<file path="src/rtl/switch_debouncer.sv">
// rtl/switch_debouncer.sv - two-flop synchronizer and per-bit debounce with edge pulses
//
// Purpose: conditions raw switch/button pins into clean levels for downstream logic.
//   Each bit is synchronized through s1 -> s2 first. The bit is then accepted as
//   switch_clean only after s2 has differed from it for DEBOUNCE_CYCLES consecutive clocks.
//   rise and fall pulse for one cycle when a bit is accepted.
// Ports:
//   clk           system clock, rising edge
//   rst           synchronous active-high reset
//   switch        raw asynchronous levels [WIDTH]
//   switch_clean  debounced levels [WIDTH]
//   rise / fall   one-cycle 0->1 / 1->0 acceptance pulses [WIDTH]
//   changed       OR of rise|fall, registered alongside them
//   toggle        (only with SWITCH_DEBOUNCE_TOGGLE_EN) inverts the edge after each rise
// Optional feature macro: SWITCH_DEBOUNCE_TOGGLE_EN
module switch_debouncer #(
    parameter int WIDTH           = 8,
    parameter int DEBOUNCE_CYCLES = 1000000,
    parameter int CNT_WIDTH       = 20
) (
    input  logic             clk,
    input  logic             rst,
    input  logic [WIDTH-1:0] switch,
    output logic [WIDTH-1:0] switch_clean,
    output logic [WIDTH-1:0] rise,
    output logic [WIDTH-1:0] fall,
    output logic             changed
`ifdef SWITCH_DEBOUNCE_TOGGLE_EN
    ,
    output logic [WIDTH-1:0] toggle
`endif
);

    typedef enum logic {
        STABLE   = 1'b0,
        COUNTING = 1'b1
    } db_state_t;

    localparam logic [CNT_WIDTH-1:0] CNT_LAST = CNT_WIDTH'(DEBOUNCE_CYCLES - 1);

    logic [WIDTH-1:0]     s1;
    logic [WIDTH-1:0]     s2;
    logic [CNT_WIDTH-1:0] cnt      [WIDTH];
    logic [CNT_WIDTH-1:0] cnt_next [WIDTH];
    db_state_t            state    [WIDTH];
    logic [WIDTH-1:0]     clean_next;
    logic [WIDTH-1:0]     rise_next;
    logic [WIDTH-1:0]     fall_next;

    always_ff @(posedge clk) begin
        if (rst) begin
            s1           <= '0;
            s2           <= '0;
            switch_clean <= '0;
            rise         <= '0;
            fall         <= '0;
            changed      <= 1'b0;
            for (int i = 0; i < WIDTH; i++) begin
                cnt[i] <= '0;
            end
        end else begin
            s1           <= switch;
            s2           <= s1;
            switch_clean <= clean_next;
            rise         <= rise_next;
            fall         <= fall_next;
            changed      <= |(rise_next | fall_next);
            for (int i = 0; i < WIDTH; i++) begin
                cnt[i] <= cnt_next[i];
            end
        end
    end

    // The accepted level is the FSM state register: a bit is COUNTING whenever the
    // synchronized input disagrees with it. Returning to agreement drops back to STABLE
    // and clears the count on the same edge, so short glitches leave no trace.
    always_comb begin
        clean_next = switch_clean;
        rise_next  = '0;
        fall_next  = '0;
        for (int i = 0; i < WIDTH; i++) begin
            cnt_next[i] = '0;
            state[i]    = (s2[i] != switch_clean[i]) ? COUNTING : STABLE;
            case (state[i])
                STABLE: begin
                    cnt_next[i] = '0;
                end
                COUNTING: begin
                    if (cnt[i] == CNT_LAST) begin
                        clean_next[i] = s2[i];
                        rise_next[i]  = s2[i];
                        fall_next[i]  = ~s2[i];
                    end else begin
                        cnt_next[i] = cnt[i] + CNT_WIDTH'(1);
                    end
                end
                default: begin
                    cnt_next[i] = '0;
                end
            endcase
        end
    end

`ifdef SWITCH_DEBOUNCE_TOGGLE_EN
    // Uses the registered rise, so each toggle bit flips the edge after its pulse.
    always_ff @(posedge clk) begin
        if (rst) begin
            toggle <= '0;
        end else begin
            toggle <= toggle ^ rise;
        end
    end
`endif

endmodule

</file>
<file path="config.mk">
export PLATFORM = sky130hd
export DESIGN_NAME = switch_debouncer
export DESIGN_NICKNAME = d
export VERILOG_FILES = /design/src/rtl/switch_debouncer.sv
export SDC_FILE = /design/constraint.sdc
export NUM_CORES = 1
export LEC_CHECK = 0
export ABC_AREA = 1
export CAP_MARGIN = 20
export CORE_AREA = 2 2 146 148
export CTS_BUF_LIST = sky130_fd_sc_hd__clkbuf_4
export CTS_CLUSTER_SIZE = 28
export DETAILED_ROUTE_END_ITERATION = 10
export DIE_AREA = 0 0 148 150
export GPL_ROUTABILITY_DRIVEN = 0
export GPL_TIMING_DRIVEN = 0
export SLEW_MARGIN = 20
export SYNTH_ARGS = -nofsm -noshare
export SYNTH_HDL_FRONTEND = slang
export SYNTH_SLANG_ARGS = --single-unit
</file>
<file path="constraint.sdc">
create_clock -name clk -period 1.52 [get_ports clk]
set_input_delay 0.38 -clock clk [delete_from_list [all_inputs] [get_ports clk]]
set_output_delay 0.38 -clock clk [all_outputs]
set_load 0.05 [all_outputs]
</file>
Word-level counts from Yosys, hierarchy flattened
Memories as Yosys holds them, arrays and structs flattened.
Cells that the tools add are included.
- flip-flop bits (word level): 41
- memory bits (writable): 160
- bits of input ports: 10
- output and inout port bits: 25
- word-level logic and storage cells: 139
- memories kept: 1
- add/sub/neg operators: 8
- eq/ne operators: 16
- muxes and demuxes: 67
- bitwise logic cells: 25
- reductions and logical operators: 9
- memory list (name ; words ; bits a word ; rd ports ; clocked after Yosys merged registers in ; wr ports ; line ; RTL):
    cnt ; 8 ; 20 ; 8 ; 0 ; 8 ; 43 ; logic [CNT_WIDTH-1:0] cnt [WIDTH];
- operators with widths (kind ; number):
    2-to-1 mux 20 bit ; 16
    case mux 20 bit (2 select lines) ; 8
    adder 20 x 1 -> 20 bit (second input constant) ; 8
    == test 20 bit (second input constant) ; 8
    2-to-1 mux 1 bit ; 43
    inverter 1 bit ; 16
    AND reduction 2 bit ; 8
    inequality test 1 bit ; 8
    bitwise OR 1 bit ; 8
    bitwise OR 8 bit ; 1
    OR reduction 8 bit ; 1

Longest topological paths before layout
- depth after elaboration: 5
- gate-level depth with buffers: 11
- gate-level depth less buffers: 11

Worst setup path before layout
Ideal clock, no wire load.
- path kind: reg2reg
- from: mem cnt[5][0] (netlist: cnt[1][20])
- to: mem cnt[5][18] (netlist: cnt[1][38])
- setup time: 0.115 ns
- arrival: 1.408 ns
- data required time: 1.405 ns
- path slack: -0.003 ns
- cell stages (with the launch flop): 8
- path buffers: 1
- period minus slack after synthesis: 1.523 ns
- path through: dfxtp_1 -> ha_1 -> nand2_2 -> nor2_4 -> nand4_2 -> o21ai_2 -> buf_4 -> nor2_1
- RTL lines (what ; line):
    start, declared ; 43

Final worst setup path
- from: reg switch_clean[1]
- to: out switch_clean[1]
- RTL lines (what ; line ; RTL):
    start, declared ; 24 ; output logic [WIDTH-1:0] switch_clean,
    start signal, assigned ; 64 ; switch_clean <= clean_next;
No word-level cell between the ends.

==> flow_metrics.tcl <==
set metrics [dict create \
    status "finished, violations left" \
    violations "setup timing" \
    grt.total_usage_pct 18.26 \
    setup_ws_ns -0.07652 \
    portBuffers 34 \
    relSlewSlack_pct 45.98 \
    grt_pass1_wl_um 33870 \
    worstReg2RegStart "cnt[1][20]" \
    setup_viol_count_final 29 \
    gr-total-overflow 0 \
    seqCellArea_um2 4143 \
    dr.pass1.iters 4 \
    fill_cells 1979 \
    syn2layout_area_growth_pct 33.32 \
    synth_edf_count 0 \
    dp_hpwl_um 12950 \
    reg2reg_to "cnt[1][27]" \
    grt_util_met2_pct 30.86 \
    wl_per_cell_um 11.70 \
    slowest_delay_ns 0.39 \
    leakagePower_nw 4.773 \
    r2r_cells 7 \
    netlist_area_um2 9128 \
    power-per-cell-area_nw_per_um2 827.9 \
    critPathKind "flop to output port" \
    cp.depth 1 \
    yosys_register_bits 201 \
    hp-start "switch[0]" \
    cts_tree "done" \
    top_usage_layer "met2" \
    cp.arrival_ns 1.22 \
    clk_latency_ns 0.67 \
    crit_chain "buf_8" \
    die_w_um 148 \
    multi_input_area_um2 5194 \
    avgSynthCellArea_um2 7.314 \
    layout_common_cells "214 x nand2_1, 195 x nor2_1, 161 x inv_1" \
    core-area_um2 20690 \
    final-hold-violation-count 0 \
    cts_buffers 53 \
    cp-startpoint "switch_clean[1]" \
    use_met3_pct 4.573 \
    nets 1425 \
    cts-root-buf "clkbuf_4" \
    grt_setup_unrepaired "yes" \
    maxSlewViolCount 0 \
    required_ns 1.14 \
    vias_per_cell 4.686 \
    use_met1_pct 22.48 \
    synthCells 1248 \
    synth_ff_type "dfxtp_1" \
    clk_pin_slew_ns 0.07 \
    timing.setup.tns_ns -0.8402 \
    post-route-drc-count 0 \
    finish.utilization_pct 58.82 \
    max_cap_viol_count 0 \
    die_h_um 150 \
    cp-endpoint "switch_clean[1]" \
    ys_seq_area_share_pct 44.08 \
    tightestPinTransition_ns 0.8103 \
    cts.path.max_buffers 3 \
    rrSetupSlack_ns -0.06 \
    finalPower_mw 10.07 \
    start_kind "flop" \
    synth_nets 1266 \
    vias 8070 \
    ir_drop_mv 0.5968 \
    cp-end-kind "output port" \
    ios 35 \
    initial_core_util_pct 44.12 \
    ant_nets 0 \
    async_flop_share_pct 0 \
    critPathBufInv 1 \
    antenna_found_initial 1 \
    postCtsHoldBufs 0 \
    drive_gt1_share_pct 31.12 \
    rows 53 \
    layout_commonest_cell "nand2_1" \
    finalClockSkew_ns 0.04487 \
    grt_start_max_net_pins 14 \
    cp_top_family "flip-flops" \
    wl_um 20150 \
    grt_pass1_vias 7748 \
    fmax_mhz 626.4 \
    period_needed_ns 1.597 \
    synth_cell_types 44 \
    hp-class "primary input to flop" \
    drt_iter0_markers 267 \
    cp_slowest_cell "dfxtp_4" \
    ys_warn_count 0 \
    cts.sinks 201 \
    fin_crit_sh_pct 105.0 \
    htreeDepth 2 \
    die-area_um2 22200 \
    path_max_fanout 3 \
]
cells by family after synthesis:
kind of cell               synth area share (%)
adders and majority gates                 1.097
xor gates and xnor gates                  6.045
DFF                                       44.08
buffers and inverters                     8.074
AOI/OAI and AO/OA                         5.250
and+or+nand+nor                           35.45
state kept, by name, indices dropped and copies added (netlist names):
register,flops
changed,1
fall,8
cnt,160
rise,8
switch_clean,8
s2,8
s1,8
worst min path at each step:
stage | end | slack [ns] | depth (start not counted)
4_1_cts | s1[0] | 0.18 | 3
2_1_floorplan | s2[0] | 0.39 | 2
3_3_place_gp | s2[3] | 0.39 | 2
5_1_grt | s1[3] | 0.20 | 3
6_report | s1[0] | 0.24 | 3
3_5_place_dp | s2[6] | 0.39 | 2
layout make-up:
class / count / area share [%]
well taps: 275 / 2.827
inverters: 176 / 5.501
diodes: 1 / 0.02056
clock inverters: 13 / 0.4113
plain buffers: 15 / 1.100
multi-input cells: 856 / 42.68
flip-flops and latches: 201 / 34.04
clock buffers: 81 / 4.997
repair buffers: 104 / 8.421
report_power, final:
part | total, mW | internal [mW] | switching (mW)
logic | 0.197 | 0.0827 | 0.114
registers | 5.29 | 5.27 | 0.0199
clock network | 4.59 | 2.41 | 2.18
total | 10.1 | 7.76 | 2.31
worst register-to-register path, delay by kind of cell (launching register included):
kind | cells | cell delay (ns)
compound gates | 1 | 0.31
flops | 1 | 0.35
simple gates | 4 | 0.47
fa+ha+maj | 1 | 0.14
buf+inv | 1 | 0.18
cells in the mapped netlist (6+ instances only):
master     n  share of area, %
nor3_1    61               3.3
inv_2      6              0.25
ha_1       8               1.1
nor2_4     9               1.1
o21ai_0   13              0.71
inv_1    170               7.0
xor2_1    37               3.6
nor3b_1   10              0.82
or2_2     11              0.75
dfxtp_1  201                44
nor2_2    14              0.96
nor2_1   227               9.3
nor3_2     6              0.66
nand4_1   31               2.1
nand2_1  239               9.8
nand2_2    8              0.55
xnor2_1   26               2.5
a21oi_1   53               2.9
buf_2     10              0.55
nand3_1   54               3.0
routing by layer:
layer | share of wire (%) | vias up | wire, µm
met5 | 0 | - | 0
met4 | 2.1 | 0 | 416
met3 | 4.4 | 37 | 890
met2 | 48 | 117 | 9628
met1 | 46 | 3614 | 9209
li1 | - | 4302 | -
timing repair:
item	4_1_cts	5_1_grt
resized for setup	329	181
pin swaps	38	62
setup buffers	41	26
cloned	3	0
setup endpoints to repair	164	193
hold endpoints to repair	0	0
metrics by stage:
| step | cells | hold slack [ns] | setup WS (ns) | cell area, µm² |
|---|---|---|---|---|
| global placement | 1557 | 0.3927 | -0.7715 | 9819 |
| CTS | 1695 | 0.1814 | -0.1499 | 11340 |
| detailed placement | 1557 | 0.3943 | -0.7781 | 9819 |
| global route | 1722 | 0.1992 | -0.1423 | 12170 |
| finish | 1722 | 0.2371 | -0.07652 | 12170 |
| floorplan | 1248 | 0.3883 | 0.02173 | 9135 |
Note: power is estimated with default switching activity, not from simulation.
